File: config.mk
export PLATFORM = sky130hd
export DESIGN_NAME = vga_controller
export DESIGN_NICKNAME = d
export VERILOG_FILES = /design/src/rtl/vga_controller.sv
export SDC_FILE = /design/constraint.sdc
export NUM_CORES = 1
export LEC_CHECK = 0
export CAP_MARGIN = 20
export CORE_UTILIZATION = 60
export CTS_BUF_LIST = sky130_fd_sc_hd__clkbuf_8
export CTS_CLUSTER_SIZE = 16
export DETAILED_ROUTE_END_ITERATION = 10
export GPL_TIMING_DRIVEN = 1
export PLACE_DENSITY = 0.79
export SETUP_SLACK_MARGIN = 0.3
export SLEW_MARGIN = 30
export SYNTH_ARGS = -nofsm -noshare
export SYNTH_HDL_FRONTEND = slang
export SYNTH_SLANG_ARGS = --single-unit
File: constraint.sdc
create_clock -name clk -period 3 [get_ports clk]
set_clock_uncertainty 0.15 [all_clocks]
set_input_delay 0.3 -clock clk [delete_from_list [all_inputs] [get_ports clk]]
set_output_delay 0.3 -clock clk [all_outputs]
set_load 0.02 [all_outputs]
File: src/rtl/vga_controller.sv
// 640x480@60 VGA timing generator with an 8-bar colour test pattern.
// Runs from the 50 MHz clock; a toggling pixel enable gives the 25 MHz pixel rate.
module vga_controller #(
    parameter int H_VISIBLE = 640,
    parameter int H_FRONT   = 16,
    parameter int H_SYNC    = 96,
    parameter int H_BACK    = 48,
    parameter int V_VISIBLE = 480,
    parameter int V_FRONT   = 10,
    parameter int V_SYNC    = 2,
    parameter int V_BACK    = 33
) (
    input  logic clk,
    input  logic resetbutton,
    output logic VGA_RED,
    output logic VGA_GREEN,
    output logic VGA_BLUE,
    output logic VGA_HSYNC,
    output logic VGA_VSYNC
);

    localparam logic [9:0] H_LAST    = 10'(H_VISIBLE + H_FRONT + H_SYNC + H_BACK - 1);
    localparam logic [9:0] V_LAST    = 10'(V_VISIBLE + V_FRONT + V_SYNC + V_BACK - 1);
    localparam logic [9:0] H_VIS     = 10'(H_VISIBLE);
    localparam logic [9:0] V_VIS     = 10'(V_VISIBLE);
    localparam logic [9:0] HS_FIRST  = 10'(H_VISIBLE + H_FRONT);
    localparam logic [9:0] HS_LAST   = 10'(H_VISIBLE + H_FRONT + H_SYNC - 1);
    localparam logic [9:0] VS_FIRST  = 10'(V_VISIBLE + V_FRONT);
    localparam logic [9:0] VS_LAST   = 10'(V_VISIBLE + V_FRONT + V_SYNC - 1);
    localparam logic [9:0] BAR_WIDTH = 10'(H_VISIBLE / 8);

    logic       pix_en_q;
    logic [9:0] h_q, h_d;
    logic [9:0] v_q, v_d;
    logic       red_q, green_q, blue_q, hsync_q, vsync_q;
    logic       red_d, green_d, blue_d, hsync_d, vsync_d;
    logic       visible;
    logic [2:0] bar_idx;

    always_comb begin
        h_d = h_q;
        v_d = v_q;
        if (pix_en_q) begin
            if (h_q == H_LAST) begin
                h_d = '0;
                if (v_q == V_LAST) begin
                    v_d = '0;
                end else begin
                    v_d = v_q + 10'd1;
                end
            end else begin
                h_d = h_q + 10'd1;
            end
        end
    end

    // Outputs are decoded from the current counters and registered, so sync
    // and colour share the same one-clock latency.
    always_comb begin
        visible = (h_q < H_VIS) && (v_q < V_VIS);
        bar_idx = 3'(h_q / BAR_WIDTH);
        hsync_d = !((h_q >= HS_FIRST) && (h_q <= HS_LAST));
        vsync_d = !((v_q >= VS_FIRST) && (v_q <= VS_LAST));
        red_d   = visible && bar_idx[2];
        green_d = visible && bar_idx[1];
        blue_d  = visible && bar_idx[0];
    end

    always_ff @(posedge clk or negedge resetbutton) begin
        if (!resetbutton) begin
            pix_en_q <= 1'b0;
            h_q      <= '0;
            v_q      <= '0;
            red_q    <= 1'b0;
            green_q  <= 1'b0;
            blue_q   <= 1'b0;
            hsync_q  <= 1'b1;
            vsync_q  <= 1'b1;
        end else begin
            pix_en_q <= !pix_en_q;
            h_q      <= h_d;
            v_q      <= v_d;
            red_q    <= red_d;
            green_q  <= green_d;
            blue_q   <= blue_d;
            hsync_q  <= hsync_d;
            vsync_q  <= vsync_d;
        end
    end

    assign VGA_RED   = red_q;
    assign VGA_GREEN = green_q;
    assign VGA_BLUE  = blue_q;
    assign VGA_HSYNC = hsync_q;
    assign VGA_VSYNC = vsync_q;

endmodule

-- Word level (Yosys, flattened, before mapping)
Cells that the tools add are included.
Widths: inputs -> output; s select.
- magnitude comparators: 6
- reduce and logical (&&, ||, !) cells: 10
- muxes and demuxes: 2
- equality and inequality tests: 2
- divide/modulo/power cells: 1
- add/subtract/negate cells: 2
- operators with widths (kind ; number):
    $add 10x1->10 const B ; 2
    $eq 10x10->1 const B ; 2
    $mux 10 ; 2
    $div 10x7->10 const B ; 1
    $ge 10x10->1 const B ; 1
    $ge 10x9->1 const B ; 1
    $le 10x10->1 const B ; 1
    $le 10x9->1 const B ; 1
    $lt 10x10->1 const B ; 1
    $lt 10x9->1 const B ; 1
    $logic_and 1x1->1 ; 6
    $logic_not 1->1 ; 3
    $reduce_and 2->1 ; 1
- logic and storage cells: 31
- bits of input ports: 2
- bits in registers: 26

-- Logic depth before layout (Yosys ltp)
Gate-level depths: netlist (run 1).
- depth after elaboration: 3
- gate-level depth with buffers: 6

-- Least setup slack after synthesis (run 1)
OpenSTA, ideal clock, no wires.
- path type: reg2reg
- start point: register h_q[6]
- end point: register v_q[4]
- clock period less this slack: 1.904 ns
- setup time: 0.127 ns
- arrival: 1.626 ns
- buffers on the path: 1
- path slack: 1.096 ns
- stages on the path, launching flop included: 6
- required time: 2.723 ns
- path through: dfrtp_1 > buf_6 > or3b_4 > nor3_4 > nand4_1 > mux2_1
- cells in the longest elaborated chain, start to end: 2
- ends and longest elaborated chain (what ; line ; text):
    start, declared ; 33 ; logic [9:0] h_q, h_d;
    start signal, assigned ; 72 ; h_q <= '0;
    start signal, assigned ; 81 ; h_q <= h_d;
    $eq 10x10->1 ; 44 ; if (h_q == H_LAST) begin
    $reduce_and 2->1 (no line) ; n/a ;
    end signal, assigned ; 82 ; v_q <= v_d;
    end, declared ; 34 ; logic [9:0] v_q, v_d;
Every way passes these cells.
A chain may end at the register's enable or synchronous reset.

-- Final worst setup path (run 1)
- start point: register h_q[8]
- end point: register v_q[4]
Same word-level chain as after synthesis.

==> flow_summary.yaml, run 1 <==
outcome:
  outcome: "finished clean"
placed_design:
  gp_congestion: 0.813
  placed_area_mm2: 0.00149
  place_hpwl_um: 1760
  dpl.cell_count: 173
  portBuffers: 6
sta:
  fmax_mhz: 459
  worst_slew_pin_slew_ns: 0.441
  setup-tns-final_ns: 0
  slew_headroom: 0.705
  hold_viol_final: 0
  fin_crit_ns: 2.18
  drv_slew: 0
  setup_viol: 0
  rsz0062_at_grt: "no"
  finalCritPeriodShare: 0.725
global_routing:
  grt_max_degree: 27
  use_met2: 0.342
  track_usage: 0.225
  grt_pass1_wl_um: 4280
  grt_overflow: 0
  grt_pass1_vias: 954
  grt_antenna_before_repair: 0
  use_met3: 0.0364
  gr-usage-met1: 0.322
  busiest_layer: "met2"
cells_and_area:
  layout-drive-gt1-share: 0.0872
  area_growth_pct: 8.52
  finish.utilization: 0.692
  fin_cells: 177
  antenna_cells: 0
  stdcell_area_mm2: 0.00155
  nets: 156
clock_network:
  clkSinkCount: 26
  cts_tree: "yes"
  ctsHoldBuffers: 0
  htree_num_levels: 1
  cts.path.max_buffers: 2
  clk-insertion-delay-late_ns: 0.26
  cts.clk_slew.worst_paths_ns: 0.09
  clockRootBuffer: "clkbuf_8"
  postCtsSetupBuffers: 0
  cts_inserted_buffers: 3
  cts.repair.resized: 0
detailed_routing:
  drt-initial-drc-count: 34
  wl_per_cell_um: 13.8
  drc: 0
  wirelength_um: 2440
  first_pass_iters: 4
  vias: 1057
  drtAntennaViolNets: 0
  avgViaCountPerCell: 5.97
logic_synthesis:
  syn_nets: 151
  netlist.area_leader.share: 0.421
  synth_common_cells: "dfrtp_1, xnor2_1, inv_1, nor2_1, o21ai_0"
  yosys_register_bits: 26
  yosysSeqAreaShare: 0.458
  yosysMostFrequentCell: "dfrtp_1"
  syn_avg_cell_area_um2: 9.83
  netlist_area_mm2: 0.00143
  ys_warn_count: 0
  synth_cells: 145
  netlist_top_cells_area: "dfrtp_1, xnor2_1, dfstp_2, ha_1, nand4_1"
  yosysTopAreaCell: "dfrtp_1"
  synth_ff_type: "dfrtp_1"
  async_flop_share: 1.00
  synth-edff-count: 0
  synth.distinct_cells: 43
critical_path:
  worstPathArrival_ns: 2.18
  critPathKind: "register to register"
  reg2reg_depth: 4
  crit_path_end_kind: "register"
  rr_endpoint: "v_q[4]"
  worstPathRequired_ns: 3.00
  rr_startpoint: "h_q[8]"
  reg2reg_slack_ns: 0.82
  start_kind: "register"
  worstPathMaxFanout: 13
floorplan:
  fp.dieArea_mm2: 0.00257
  initial_utilization: 0.638
  core_area_mm2: 0.00223
  die_w_um: 50.7
  row_count: 17
  die_y_um: 50.7
  io_pins: 7
min_path:
  hold_class: "primary input to asynchronous set/reset pin"
run:
  max-cap-violations: 0
power:
  p_leak_nw: 0.685
  vdd_drop_max_mv: 0.322
  power_density_mw_per_mm2: 374
[worst max-delay path, stage by stage (launching register included)]
cell and delay [ns]:
dfrtp_1 0.55, or3b_4 0.45, nor3_4 0.43, nand4_1 0.16, mux2_1 0.33
[state kept, by name (all words and copies together), names as in the netlist]
name,cells
h_q,10
v_q,10
VGA_BLUE,1
VGA_GREEN,1
VGA_HSYNC,1
VGA_RED,1
VGA_VSYNC,1
pix_en_q,1
[metal layers]
layer / vias to the layer above / part of all wire / routed length (µm)
li1: 519 / - / -
met1: 500 / 0.47 / 1140
met2: 34 / 0.47 / 1150
met3: 4 / 0.044 / 108
met4: 0 / 0.015 / 37
met5: - / 0 / 0
[report_power, final]
part	internal, mW	switching, mW	total [mW]
combinational	0.00200	0.00645	0.00844
clock	0.117	0.102	0.219
sequential	0.350	0	0.350
total	0.469	0.109	0.578
[placed cells by master, fill, tap and decap left out, types with 2 or more instances in the layout]
master and count:
a31oi_1 3, buf_4 2, clkbuf_8 4, clkdlybuf4s50_1 6, a21oi_1 6, nand2_1 5
xnor2_1 12, dfrtp_1 24, nor4b_1 2, and4_1 2, nor2b_1 2, inv_1 11
nor3_1 3, nand2b_1 4, nand3b_1 2, ha_1 4, and3_1 6, nand3_1 4
o21ai_0 8, dfstp_2 2, nand4_1 7, nor2_1 10
[per-stage QoR]
step	setup WS, ns	total power [mW]	hold WS (ns)
floorplan	1.10	0.357	-0.146
global placement	0.896	0.366	0.344
detailed placement	0.838	0.366	0.362
CTS	0.797	0.587	0.256
global route	0.642	0.600	0.286
finish	0.824	0.578	0.246
[final cells by class]
class	instances	area, µm²
Timing Repair Buffer	8	75.1
Multi-Input combinational cell	100	687
Sequential cell	26	653
Inverter	11	41.3
Clock buffer	4	55.1
Tap cell	28	35.0
Fill cell	172	687
[cells by family (layout without fill, tap and decap cells)]
group,Yosys count,count (layout),synth area share
AND/OR/NAND/NOR,53,53,0.226
AO/OA/AOI/OAI,27,27,0.119
flip-flops,26,26,0.458
buffers and inverters,19,23,0.0597
XOR/XNOR,13,13,0.0799
adder cells (fa/ha/maj),5,5,0.0421
multiplexers,2,2,0.0149
[worst max path at each step]
stage                     cells past startpoint      to  slack, ns   start
after floorplan                               5  v_q[4]       1.10  h_q[6]
after global placement                        4  v_q[4]       0.90  h_q[8]
after detailed placement                      4  v_q[4]       0.84  h_q[8]
after CTS                                     4  v_q[4]       0.80  h_q[8]
after global routing                          4  v_q[4]       0.64  h_q[8]
final                                         4  v_q[4]       0.82  h_q[8]
Note: power is estimated with default switching activity, not from simulation.
==> run 2, diff against run 1 <==
==> constraint.sdc (replaced) <==
create_clock -name clk -period 2.2 [get_ports clk]
set_clock_uncertainty 0.15 [all_clocks]
set_input_delay 0.22 -clock clk [delete_from_list [all_inputs] [get_ports clk]]
set_output_delay 0.22 -clock clk [all_outputs]
set_load 0.02 [all_outputs]
==> flow_summary.yaml, run 2 (synthesized netlist as in run 1, its figures left out) <==
global_routing:
  grt_pass1_wl_um: 4400
  grt_antenna_before_repair: 0
  grt_overflow: 0
  use_met3: 0.0242
  grt_pass1_vias: 1025
  grt_max_degree: 27
  track_usage: 0.230
  use_met2: 0.382
  gr-usage-met1: 0.306
  busiest_layer: "met2"
critical_path:
  crit_path_end_kind: "register"
  worstPathMaxFanout: 11
  critPathKind: "register to register"
  worstPathArrival_ns: 1.87
  reg2reg_depth: 5
  start_kind: "register"
  worstPathRequired_ns: 2.25
power:
  p_total_uw: 795
  vdd_drop_max_mv: 0.423
  power_density_mw_per_mm2: 485
  p_leak_nw: 0.739
clock_network:
  ctsHoldBuffers: 0
  cts_inserted_buffers: 3
  clk-insertion-delay-late_ns: 0.27
  cts_tree: "yes"
  clkSinkCount: 26
  cts.path.max_buffers: 2
  clockRootBuffer: "clkbuf_8"
  htree_num_levels: 1
  cts.clk_slew.worst_paths_ns: 0.09
detailed_routing:
  drc: 0
  drtAntennaViolNets: 0
  wl_per_cell_um: 14.0
  wirelength_um: 2620
  vias: 1096
  drt-initial-drc-count: 43
  avgViaCountPerCell: 5.86
  first_pass_iters: 4
run:
  max-cap-violations: 0
sta:
  timing.hold.ws_ns: 0.158
  rsz0062_at_grt: "no"
  setup-tns-final_ns: 0
  slew_headroom: 0.784
  worst_slew_pin_slew_ns: 0.324
  fin_crit_ns: 1.82
  finalCritPeriodShare: 0.829
  hold_viol_final: 0
  fmax_mhz: 548
  drv_slew: 0
  setup_viol: 0
placed_design:
  placed_area_mm2: 0.00151
  portBuffers: 6
  place_hpwl_um: 1800
  gp_congestion: 0.925
cells_and_area:
  final_cell_mix: "dfrtp_1, inv_1, xnor2_1, buf_4, nor2_1"
  stdcell_area_mm2: 0.00164
  biggestRegsByFlops: "h_q: 10 flops, v_q: 10 flops"
  nets: 166
  layout_commonest_cell: "dfrtp_1"
  area_growth_pct: 14.9
  layout-drive-gt1-share: 0.176
  finish.utilization: 0.733
  antenna_cells: 0
floorplan:
  io_pins: 7
  row_count: 17
  die_y_um: 50.7
  initial_utilization: 0.638
  fp.dieArea_mm2: 0.00257
  core_area_mm2: 0.00223
  die_w_um: 50.7
outcome:
  outcome: "finished clean"
min_path:
  hold_class: "primary input to asynchronous set/reset pin"
run 2: changes by cell type in the layout (fill, tap and decap cells not counted), sizes merged:
cell | before | now
buf | 2 | 12
run 2: cell type report:
cell class                      instances  area [µm²]
Clock buffer                            4        55.1
Fill cell                             155         596
Inverter                               11        41.3
Multi-Input combinational cell        100         694
Sequential cell                        26         658
Tap cell                               28        35.0
Timing Repair Buffer                   18         154
run 2: path summary, 6_finish.rpt:
check | from | endpoint | slack, ns
max | h_q[8] | h_q[9] | 0.38
min | resetbutton | VGA_BLUE | 0.16
max reg2reg | h_q[8] | h_q[9] | 0.38
min reg2reg | v_q[8] | v_q[8] | 0.36
max in group asynchronous | resetbutton | VGA_HSYNC | 1.45
min in group clk | v_q[8] | v_q[8] | 0.36
run 2: power breakdown:
group          internal (mW)  switching [mW]  leakage (nW)
registers              0.478               0         0.338
clock network          0.160           0.146        0.0288
logic                0.00272         0.00888         0.372
run 2: routing by layer:
layer / part of all wire / wire (µm)
met1: 0.46 / 1210
met2: 0.49 / 1290
met3: 0.033 / 87
met4: 0.012 / 31
met5: 0 / 0
run 2: worst max-delay path: stages (launching register included):
cell	delay, ns
dfrtp_1	0.38
buf_4	0.17
inv_1	0.09
or4b_2	0.71
xnor2_2	0.16
nor2_1	0.10
run 2: timing repair:
action | 4_1_cts | 5_1_grt
pin swaps | 0 | 1
setup buffers | 0 | 7
gates resized for setup | 3 | 3
setup endpoints to repair | 1 | 8
run 2: per-stage QoR:
| stage | setup WS (ns) | instances |
|---|---|---|
| global route | 0.271 | 187 |
| detailed placement | 0.333 | 176 |
| finish | 0.375 | 187 |
| global placement | 0.381 | 176 |
| floorplan | 0.315 | 145 |
| CTS | 0.314 | 180 |
